[config.mk]
export PLATFORM = sky130hd
export DESIGN_NAME = instruction_loader
export DESIGN_NICKNAME = d
export VERILOG_FILES = /design/src/rtl/instruction_loader.sv
export SDC_FILE = /design/constraint.sdc
export NUM_CORES = 1
export LEC_CHECK = 0
export CORE_ASPECT_RATIO = 0.6
export CORE_MARGIN = 3
export CORE_UTILIZATION = 47
export CTS_CLUSTER_DIAMETER = 200
export DETAILED_ROUTE_END_ITERATION = 7
export PLACE_DENSITY = 0.81
export REMOVE_ABC_BUFFERS = 1
export SYNTH_ARGS = -nofsm -noshare
export SYNTH_HDL_FRONTEND = slang
export SYNTH_SLANG_ARGS = --single-unit
[constraint.sdc]
create_clock -name i_clk -period 2.03 [get_ports i_clk]
set_clock_uncertainty 0.1 [all_clocks]
set_input_delay 0.609 -clock i_clk [delete_from_list [all_inputs] [get_ports i_clk]]
set_output_delay 0.609 -clock i_clk [all_outputs]
set_load 0.03 [all_outputs]
[src/rtl/instruction_loader.sv]
// instruction_loader
//
// Debug/program loader between a UART receiver and the pipeline's instruction
// memory write port and halt input. Single-byte commands in IDLE:
//   'L' (0x4C) + count N + 4*N bytes (MSB first) : load N words
//   'R' (0x52) : free-run until 'H' (0x48)
//   'S' (0x53) : release halt for exactly one cycle
// Anything else in IDLE pulses o_error.
//
// Ports:
//   i_clk, i_reset              clock, synchronous active-high reset
//   i_rx_valid, i_rx_data       one-cycle byte strobe and data, no backpressure
//   o_halt                      1 freezes the pipeline
//   o_write_instruction_flag    one-cycle instruction-memory write strobe
//   o_instruction_to_write      assembled word (held until next write)
//   o_address_to_write_inst     byte address of that word
//   o_busy                      high outside IDLE
//   o_error                     one-cycle error pulse
//
// Optional: define LOADER_TIMEOUT_EN to abort a load after TIMEOUT_CYCLES
// consecutive cycles without a byte.

module instruction_loader #(
    parameter int unsigned MAX_WORDS      = 64,
    parameter logic [31:0] BASE_ADDR      = 32'h0,
    parameter int unsigned TIMEOUT_CYCLES = 100000
) (
    input  logic        i_clk,
    input  logic        i_reset,
    input  logic        i_rx_valid,
    input  logic [7:0]  i_rx_data,
    output logic        o_halt,
    output logic        o_write_instruction_flag,
    output logic [31:0] o_instruction_to_write,
    output logic [31:0] o_address_to_write_inst,
    output logic        o_busy,
    output logic        o_error
);

    localparam logic [2:0] StIdle     = 3'd0;
    localparam logic [2:0] StLoadCnt  = 3'd1;
    localparam logic [2:0] StLoadByte = 3'd2;
    localparam logic [2:0] StRun      = 3'd3;
    localparam logic [2:0] StStep     = 3'd4;

    logic [2:0]  state_q, state_d;
    logic [7:0]  cnt_q, cnt_d;
    logic [7:0]  idx_q, idx_d;
    logic [1:0]  bidx_q, bidx_d;
    logic [31:0] shift_q, shift_d;
    logic        halt_q, halt_d;
    logic        wr_q, wr_d;
    logic [31:0] data_q, data_d;
    logic [31:0] addr_q, addr_d;
    logic        busy_q, busy_d;
    logic        err_q, err_d;
`ifdef LOADER_TIMEOUT_EN
    logic [31:0] to_q, to_d;
`endif

    always_comb begin
        state_d = state_q;
        cnt_d   = cnt_q;
        idx_d   = idx_q;
        bidx_d  = bidx_q;
        shift_d = shift_q;
        wr_d    = 1'b0;
        err_d   = 1'b0;
        data_d  = data_q;
        addr_d  = addr_q;

        case (state_q)
            StIdle: begin
                if (i_rx_valid) begin
                    case (i_rx_data)
                        8'h4C:   state_d = StLoadCnt;
                        8'h52:   state_d = StRun;
                        8'h53:   state_d = StStep;
                        default: err_d   = 1'b1;
                    endcase
                end
            end
            StLoadCnt: begin
                if (i_rx_valid) begin
                    if (i_rx_data == 8'd0) begin
                        state_d = StIdle;
                    end else if ({24'd0, i_rx_data} > MAX_WORDS) begin
                        err_d   = 1'b1;
                        state_d = StIdle;
                    end else begin
                        cnt_d   = i_rx_data;
                        idx_d   = 8'd0;
                        bidx_d  = 2'd0;
                        shift_d = 32'd0;
                        state_d = StLoadByte;
                    end
                end
            end
            StLoadByte: begin
                if (i_rx_valid) begin
                    case (bidx_q)
                        2'd0:    shift_d[31:24] = i_rx_data;
                        2'd1:    shift_d[23:16] = i_rx_data;
                        2'd2:    shift_d[15:8]  = i_rx_data;
                        default: shift_d[7:0]   = i_rx_data;
                    endcase
                    // Two-bit byte index wraps back to 0 after the 4th byte.
                    bidx_d = bidx_q + 2'd1;
                    if (bidx_q == 2'd3) begin
                        // Last byte bypasses the shift register so the word
                        // is registered in the same cycle it completes.
                        data_d = {shift_q[31:8], i_rx_data};
                        addr_d = BASE_ADDR + {22'd0, idx_q, 2'b00};
                        wr_d   = 1'b1;
                        idx_d  = idx_q + 8'd1;
                        if (idx_d == cnt_q) begin
                            state_d = StIdle;
                        end
                    end
                end
            end
            StRun: begin
                if (i_rx_valid && i_rx_data == 8'h48) begin
                    state_d = StIdle;
                end
            end
            StStep: begin
                state_d = StIdle;
            end
            default: begin
                state_d = StIdle;
            end
        endcase

`ifdef LOADER_TIMEOUT_EN
        to_d = 32'd0;
        if (state_q == StLoadCnt || state_q == StLoadByte) begin
            if (!i_rx_valid) begin
                if (to_q == TIMEOUT_CYCLES - 1) begin
                    // Abort: partial word is simply dropped, no strobe.
                    err_d   = 1'b1;
                    state_d = StIdle;
                end else begin
                    to_d = to_q + 32'd1;
                end
            end
        end
`endif

        // Outputs are registered from the next state so they line up with it.
        halt_d = !(state_d == StRun || state_d == StStep);
        busy_d = (state_d != StIdle);
    end

    always_ff @(posedge i_clk) begin
        if (i_reset) begin
            state_q <= StIdle;
            cnt_q   <= 8'd0;
            idx_q   <= 8'd0;
            bidx_q  <= 2'd0;
            shift_q <= 32'd0;
            halt_q  <= 1'b1;
            wr_q    <= 1'b0;
            data_q  <= 32'd0;
            addr_q  <= 32'd0;
            busy_q  <= 1'b0;
            err_q   <= 1'b0;
`ifdef LOADER_TIMEOUT_EN
            to_q    <= 32'd0;
`endif
        end else begin
            state_q <= state_d;
            cnt_q   <= cnt_d;
            idx_q   <= idx_d;
            bidx_q  <= bidx_d;
            shift_q <= shift_d;
            halt_q  <= halt_d;
            wr_q    <= wr_d;
            data_q  <= data_d;
            addr_q  <= addr_d;
            busy_q  <= busy_d;
            err_q   <= err_d;
`ifdef LOADER_TIMEOUT_EN
            to_q    <= to_d;
`endif
        end
    end

    assign o_halt                   = halt_q;
    assign o_write_instruction_flag = wr_q;
    assign o_instruction_to_write   = data_q;
    assign o_address_to_write_inst  = addr_q;
    assign o_busy                   = busy_q;
    assign o_error                  = err_q;

endmodule

After elaboration in Yosys (flattened, before gate mapping)
Index checks and enable logic that the tools add are counted.

operators by class
  add/sub/neg operators = 2
  order comparisons = 1
  eq/ne operators = 21
  multiplexer cells = 37
  bitwise gates (word level) = 4
  reduce and logical (&&, ||, !) cells = 18

operators with widths
  kind                 number
  $mux 32              4
  $mux 8               9
  $pmux 32 s2          1
  $eq 8x7->1 const B   4
  $reduce_and 6->1     4
  $mux 3               6
  $pmux 8 s2           1
  $mux 2               6
  $pmux 3 s4           1
  $ne 2x2->1 const B   5
  $eq 3x2->1 const B   3
  $pmux 3 s3           1
  $reduce_or 3->1      3
  $add 8x1->8 const B  1
  $eq 8x8->1           1
  $gt 8x7->1 const B   1
  $logic_not 8->1      1
  $mux 1               6
  $ne 2x1->1 const B   3
  $reduce_and 5->1     1
  $eq 2x2->1 const B   2
  $not 1->1            4
  $pmux 2 s2           1
  $reduce_and 4->1     1
  13 further kinds     13

word-level totals
  bits in registers = 89
  input port bits = 11
  output and inout bits = 68

Longest topological paths before layout
Gate-level depths: netlist of the first run.

  depth after elaboration = 9
  mapped depth = 8

Least setup slack after synthesis of the first run
Ideal clock, no wire load.

  path kind = in2reg
  start = in i_rx_data[0]
  end = reg halt_q, in the netlist o_halt
  library setup time = 0.070 ns
  arrival time = 2.005 ns
  path slack = -0.145 ns
  cell stages on the path = 7
  path through = buf_2 -> nor3_1 -> a21boi_2 -> o21a_1 -> buf_6 -> or3_1 -> a21oi_1

between the ends
  cells in the longest elaborated chain, start to end = 8
  elaborated cells between the ends (all ways) = 18

RTL lines
  item                                      RTL line  text
  start, declared                           31        input logic [7:0] i_rx_data,
  $gt 8x7->1                                87        end else if ({24'd0, i_rx_data} > MAX_WORDS) begin
  $mux 2                                    87
  $mux 2                                    85        if (i_rx_data == 8'd0) begin
  $mux 3                                    84        if (i_rx_valid) begin
  $pmux 3 s4 *                              72        case (state_q)
  $eq 3x2->1 or $eq 3x3->1 (tied branches)  151       halt_d = !(state_d == StRun || state_d == StStep);
  $logic_or 1x1->1 *                        151
  $logic_not 1->1 *                         151
  end signal, assigned                      177       halt_q <= halt_d;
  end, declared                             51        logic halt_q, halt_d;

Mark *: on every way between the ends. The rest lies on a longest branch, timed or not.
A chain may end at the register's enable or synchronous reset.

Worst setup path in the final report of the first run
  start = in i_rx_data[4]
  end = reg halt_q, in the netlist o_halt

Same word-level chain as after synthesis.

==> impl_summary.md, run 1 <==
Power
VDD sags by at most between 0.0004 and 0.0005 V. For this design the static power due to leakage is approximately 2.3 nW. The final total power is around 3.6 mW. The areal power density over the cells is 675.2 nW/um^2.

Route
The final antenna-violating net count is 0. Wires add up to 10500 um. In the final routed layout, each cell accounts on average for between 15 and 20 um. In the routed design, unresolved DRC markers number 0. The total via count after detailed routing is approximately 3600. The number of search-and-repair iterations in the first detailed-routing pass is 5. The detailed router's first-iteration violation count is 275.

After detailed routing, the number of vias per cell comes to between 5 and 6.

Floorplanning
just under 80 I/O pins were placed. The core region is between 8000 and 9000 sq um. The full die area is about 9700 sq um. Once the floorplan was initialized, standard cells occupied 49.66% of the core. The row count is 25. The height of the die is about 78 um.

From left edge to right edge, the die measures ~130 um.

Synthesis
After synthesis, flip-flops and latches occupy between 40 and 50% of the total area. The post-synthesis average cell area is 8.509 sq um. The synthesized design contains 89 register bits. The synthesized design devotes to its leading area cell type around 44% of total area. The number of distinct library cells after synthesis is 52. The top cell type by total area after synthesis is sky130_fd_sc_hd__dfxtp_1. In the post-synthesis netlist, the biggest area contributors are sky130_fd_sc_hd__dfxtp_1, sky130_fd_sc_hd__nand2_1, sky130_fd_sc_hd__mux2i_1. The most used flip-flop cell after synthesis is sky130_fd_sc_hd__dfxtp_1. The number of warnings printed during yosys synthesis is 0. The cell count after synthesis came out at ~470. Counting flops with a built-in enable in the synthesized netlist gives 0. The combined area of all synthesized cells is between 4000 and 5000 sq um. The fraction of synthesis flops using an asynchronous set or reset pin is 0%.

Worst hold path
The number of cells traversed by the worst hold path is 2. The worst hold path belongs to the class flip-flop to flip-flop. For hold timing, the worst endpoint is o_address_to_write_inst[9]. The source of the worst hold timing path is o_address_to_write_inst[9].

Worst setup path
The required time of the critical path is 2200 ps. The worst register-to-register path begins at idx_q[1]. The worst register-to-register path has a depth of 7. The startpoint-to-endpoint class of the critical path is input pin to flip-flop. The worst setup path is launched from an input pin. Of all nets on the critical path, the largest fanout is 5. The worst setup path is captured at a flip-flop.

The end of the worst register-to-register path is o_busy. The worst path arrival time is approximately 2200 ps. The setup check on the worst reg-to-reg path leaves a slack of about 50 ps.

The launch point of the critical path is i_rx_data[4].

GRT
The first global-routing pass estimated 16880 um of wire. Entering global routing, the biggest net connects between 60 and 70 pins. Global routing used between 20 and 25% of the available tracks across all layers. The initial antenna violation count is 0. The via count of the first global-routing pass is between 3000 and 4000. The total congestion overflow is 0.

Final layout
The number of antenna diodes in the final layout is 0. Leaving out filler cells and counting taps, the final layout contains around 670. The layout cell share with drive strength beyond 1 is about 18%. Relative to the synthesized area, the layout overhead comes to 31.50%. The library cells used most frequently in the layout, excluding fill and tap cells, are sky130_fd_sc_hd__nand2_1, sky130_fd_sc_hd__dfxtp_1, sky130_fd_sc_hd__nor2_1, sky130_fd_sc_hd__a21oi_1.

The final layout contains 578 nets. Leaving out fill and tap cells, the most frequent cell in the layout is sky130_fd_sc_hd__nand2_1.

STA
The number of slew-limit violations in the final report is 0. The number of hold violations in the final report was 0. In the finished design, the share of the clock period the worst path needs comes to a little under 100%. The maximum achievable frequency is ~500 MHz. Counting I/O delays and the setup requirement, the final critical path takes about 2000 ps. Hold timing on the final database bottoms out at a slack of roughly 350 ps.

The final number of setup-violating endpoints is 0. Setup repair after global routing could not meet its margin everywhere.

Placement
The wire-length estimate of the detail-placed layout is roughly 7600 um. The last weighted congestion value of the routability-driven placer is between 0.9 and 1. The number of buffer cells added on primary ports is 54. The total instance count after detailed placement is 656.

Status
The flow ran to the end, and the final reports show no timing, DRC or antenna violations.

CTS
In this run the number of H-tree levels came out at 3. The buffer type at the clock tree root is sky130_fd_sc_hd__clkbuf_16. The CTS tree is yes. No sink is reached through more buffers than the 2 on the longest clock path. The number of buffers created by CTS is 9. The clock insertion delay at the later pin of the skew report is 340 ps. The number of buffers added to fix hold violations after cts is 0. The clock-pin slew on the worst setup and hold paths is 60 ps.

The number of clock sinks is 89.

Job
Max-cap violations in this run came to 0.
report_power, final:
part / internal, mW / total, mW / switching (mW)
sequential: 1.75 / 1.75 / 0.000571
clock: 0.971 / 1.61 / 0.643
combinational: 0.0545 / 0.196 / 0.142
cell families (layout without fill, tap and decap cells):
kind of cell | count (synthesis) | after routing | share of synthesized area [%]
adder cells (fa/ha/maj) | 5 | 5 | 1.561
other | 1 | 24 | 0.09357
XOR/XNOR | 7 | 7 | 1.530
buffers and inverters | 60 | 131 | 8.492
flip-flops | 89 | 89 | 44.46
AND/OR/NAND/NOR | 195 | 195 | 22.29
AO/OA/AOI/OAI | 83 | 83 | 13.83
multiplexers | 31 | 31 | 7.743
timing repair:
item,in CTS,in global routing
pin swaps,6,9
endpoints found under the setup margin,91,33
buffers inserted,3,0
endpoints found under the hold margin,0,0
resized for setup,77,25
cell usage after synthesis, types with 4 or more instances:
library cell	n
sky130_fd_sc_hd__nand2_1	93
sky130_fd_sc_hd__dfxtp_1	89
sky130_fd_sc_hd__nor2_1	51
sky130_fd_sc_hd__a21oi_1	48
sky130_fd_sc_hd__mux2i_1	31
sky130_fd_sc_hd__buf_4	24
sky130_fd_sc_hd__clkbuf_1	19
sky130_fd_sc_hd__and2_1	9
sky130_fd_sc_hd__buf_2	8
sky130_fd_sc_hd__o21ai_0	8
sky130_fd_sc_hd__inv_1	7
sky130_fd_sc_hd__nand3_1	7
sky130_fd_sc_hd__ha_1	5
sky130_fd_sc_hd__nor3_1	5
sky130_fd_sc_hd__a31oi_1	4
sky130_fd_sc_hd__nor3b_1	4
sky130_fd_sc_hd__xnor2_1	4
registers in the layout (all words and copies together) (netlist names), 2 cells and up:
register	cells
cnt_q	8
state_q	3
shift_q	24
idx_q	8
bidx_q	2
o_instruction_to_write	32
o_address_to_write_inst	8
metal layers:
layer / GRT usage (%) / share of wire, % / vias up
li1: - / - / 1730
met1: 32.08 / 48 / 1728
met2: 31.08 / 43 / 129
met3: 5.915 / 7.6 / 11
met4: 5.087 / 0.90 / 0
met5: 0 / 0 / -
metrics by stage:
step | cell area, sq um | util (%) | TNS (ps) | worst slack (ps)
global placement | 4911 | 60.85 | -35310 | -716.8
CTS | 5211 | 64.57 | 0 | 7.501
finish | 5270 | 65.30 | 0 | 30.61
detailed placement | 4911 | 60.85 | -38830 | -793.1
global route | 5270 | 65.30 | -43.97 | -18.39
floorplan | 3780 | - | -34720 | -876.1
how the worst max path moves through the flow:
| stage | to | slack, ps | depth (start not counted) |
|---|---|---|---|
| 6_report | o_halt | 30 | 7 |
| 5_1_grt | o_busy | -20 | 6 |
| 3_3_place_gp | o_busy | -720 | 6 |
| 3_5_place_dp | cnt_q[6] | -790 | 7 |
| 2_1_floorplan | idx_q[3] | -880 | 5 |
| 4_1_cts | shift_q[10] | 8 | 8 |
final cells by class:
class,count,area [sq um]
clock buffers,11,242.7
clock inverters,3,42.54
fillers,656,2800
well taps,108,135.1
inverters,7,26.28
multi-input cells,345,2057
repair buffers,110,980.9
flip-flops and latches,89,1785
worst max-delay path, stage by stage:
cell and delay [ps]:
sky130_fd_sc_hd__clkdlybuf4s15_2 240, sky130_fd_sc_hd__nor4_2 350, sky130_fd_sc_hd__buf_4 180, sky130_fd_sc_hd__a311oi_1 110
sky130_fd_sc_hd__and2_1 200, sky130_fd_sc_hd__or3_1 320, sky130_fd_sc_hd__a21oi_1 160
No activity file was read; power rests on OpenSTA's default activity.
==> run 2, diff against run 1 <==
Settings changed: CORE_UTILIZATION 47 to 50, DONT_BUFFER_PORTS set to 1, PLACE_DENSITY 0.81 to 0.72.
==> run 2 against run 1 <==
  * First-iteration DRC count fell by 4.4%
  * Clock-buffer cell count rose by 1
  * Sequential cell count did not move
  * Design area fell by 15%
  * Critical endpoint is now o_busy
  * Sequential share of layout area rose by 6.1 points
  * Utilization fell by 5.8 points
  * Critical path depth did not move
==> impl_summary.md, run 2 (synthesis results as in run 1) <==
Status
The flow ran to the end, and the final reports show no timing, DRC or antenna violations.

Worst hold path
The capture endpoint of the worst hold path is o_instruction_to_write[10]. The number of cells traversed by the worst hold path came to 1 (-1). The worst hold path belongs to the class input pin to flip-flop. The worst hold path begins at i_reset.

STA
The shortest clock period the worst path allows after layout came to 1948 ps (-50.90 ps). The worst slew margin relative to its limit is about 64%. The number of slew-limit violations in the final report is 0 (unchanged).

The final cycle utilization of the critical path was 95.98% (-2.5 points). The final number of setup-violating endpoints came to 0 (unchanged). The setup TNS is 0 ps (unchanged).

The slew at the pin closest to its max-slew limit is roughly 530 ps. The number of hold violations in the final report came to 0 (unchanged). The worst hold-check slack is 236.1 ps (-113.9 ps).

The maximum achievable frequency is 513.2 MHz (+2.6%).

Final layout
The leading cell type in the layout, fill and taps excluded is sky130_fd_sc_hd__nand2_1. The area growth from synthesis to layout is 11.40%. The number of antenna diodes was 0 (unchanged).

The non-filler instance count after layout came to 590 (-12%). In the layout the commonest cells are sky130_fd_sc_hd__nand2_1, sky130_fd_sc_hd__dfxtp_1, sky130_fd_sc_hd__nor2_1, sky130_fd_sc_hd__a21oi_1, sky130_fd_sc_hd__mux2i_1. The final core area utilization came to 59.47% (-5.8 points). The final net count came to 497 (-14%).

The area of combinational cells with multiple inputs was 1998 sq um (-2.9%). The footprint of the flip-flops and latches is 1783 sq um (-0.14%). The layout cell share with drive strength beyond 1 came to 12.14% (-5.7 points). The number of filler instances in the final layout is 694 (+5.8%). The final instance area is 4464 sq um (-15%). The number of flip-flops in the largest register is 32 (unchanged).

Placement
The total instance count after detailed placement was 574 (-13%). The half-perimeter wire length after placement is 6768 um (-11%). The cell area after placement was 4163 sq um (-15%). The number of buffer cells added on primary ports is 0 (-100%).

The last weighted congestion value of the routability-driven placer is 0.9102 (-4.5%).

Route
The total via count after detailed routing is 3225 (-10%). The routed wire length is 9411 um (-10%). The final antenna-violating net count is 0 (unchanged).

The detailed-route wire length per cell is 15.95 um (+2.3%). The average via count per standard cell is 5.466 (+2.2%). The final routed DRC violation total is 0 (unchanged). The detailed router's first-iteration violation count came to 263 (-4.4%). The number of search-and-repair iterations in the first detailed-routing pass is 5 (unchanged).

Floorplanning
The height of the die is 75.35 um (-2.8%). The row count is 24 (-4.0%). The number of I/O pins is 79 (unchanged). The overall die width is 121.6 um (-2.9%).

The full die area is 9160 sq um (-5.6%). The area inside the core boundary is 7507 sq um (-7.0%). The initial cell density of the core is 53.38% (+3.7 points).

Worst setup path
The critical path is of the flip-flop to flip-flop type. The maximum cell stage delay along the critical path is 390 ps (+40 ps). Walking the worst path, the cells encountered are ha_1, and3_2, nand3_1, a2bb2oi_1, o41ai_2, buf_4, nand4bb_1. The worst path arrival time is 2060 ps (-110 ps). In this run the critical register-to-register path is captured at o_busy. The startpoint of the most critical register-to-register path is idx_q[1]. The category of the worst setup path launch point is a flip-flop. The minimum setup slack among reg-to-reg paths is 80 ps (+30 ps). The slowest stage of the critical path belongs to the cell sky130_fd_sc_hd__o41ai_2. STA classifies the critical path endpoint as a flip-flop.

The family with the most delay on the worst path is compound AO/OA/AOI/OAI gates. The count of buffer and inverter cells on the critical path came to 1 (-1). The required time of the critical path is 2140 ps (-60 ps). The highest net fanout along the worst path came to 4 (-1).

The worst reg-to-reg path cell count was 7 (unchanged).

CTS
The number of buffers added to fix hold violations after cts is 0 (unchanged). The H-tree depth reported by CTS is 3 (unchanged). The number of buffers inserted to repair setup after CTS is 0 (-3). The clock insertion delay at the later pin of the skew report was 340 ps (about the same). The number of buffers created by CTS is 9 (unchanged).

The clock-pin slew on the worst setup and hold paths is 60 ps (about the same). The buffer type at the clock tree root is sky130_fd_sc_hd__clkbuf_16. TritonCTS built the clock tree. The maximum buffer depth of the clock tree was 2 (unchanged).

The number of clock sinks is 89 (unchanged).

GRT
The wire length of the first global-routing pass came to 14710 um (-13%). The via count of the first global-routing pass was 2883 (-14%). The largest net degree at the start of global routing is 87 (+32%). The initial antenna violation count is 0 (unchanged). The total congestion overflow is 0 (unchanged). The global-route total usage across every layer was 21.09% (-0.53 points).

Job
The count of max-cap constraint violations is 0 (unchanged).

Power
The worst ir drop on vdd is 0.0004157 V (+2.0%). The leakage component of the power was 1.789 nW (-24%). The areal power density over the cells came to 759.9 nW/um^2 (+13%).
run 2: where the power goes:
group / switching, mW / leakage (nW) / internal [mW]
Combinational: 0.0743 / 0.930 / 0.0146
Sequential: 0.00358 / 0.717 / 1.75
Clock: 0.656 / 0.143 / 0.896
Total: 0.734 / 1.79 / 2.66
run 2: through the flow:
step | setup WS, ps | power (mW)
global route | -19.51 | 3.497
detailed placement | -112.8 | 1.877
floorplan | -876.1 | 1.866
CTS | 1.898 | 3.435
finish | 81.51 | 3.392
global placement | -22.17 | 1.876
run 2: how the worst max path moves through the flow:
stage,startpoint,to,slack (ps),cells past startpoint
3_5_place_dp,i_rx_data[2],bidx_q[1],-110,6
6_report,idx_q[1],o_busy,80,7
4_1_cts,state_q[0],shift_q[22],2,5
5_1_grt,idx_q[1],o_busy,-20,7
3_3_place_gp,i_rx_data[2],shift_q[19],-20,7
2_1_floorplan,state_q[1],idx_q[3],-880,5
run 2: timing repair:
item	CTS	global route
gates resized for setup	1	5
setup endpoints to repair	1	30
pin swaps	0	1
gates cloned	0	0
run 2: area by class of cell:
cell class / instances / area share, %
multi-input cells: 345 / 44.76
flip-flops and latches: 89 / 39.94
clock buffers: 12 / 5.746
repair buffers: 29 / 5.437
well taps: 104 / 2.915
clock inverters: 4 / 0.6166
inverters: 7 / 0.5886
run 2: metal layers:
metal | vias up | GRT usage [%] | share of wire [%]
li1 | 1575 | - | -
met4 | 0 | 7.081 | 0.80
met3 | 9 | 8.309 | 9.6
met5 | - | 0 | 0
met2 | 117 | 29.72 | 42
met1 | 1524 | 29.62 | 48
==> run 3, diff against run 2 <==
Settings changed: SLEW_MARGIN set to 20.
==> results of run 3 <==
Final layout, timing and power as in run 2 (identical DEF).
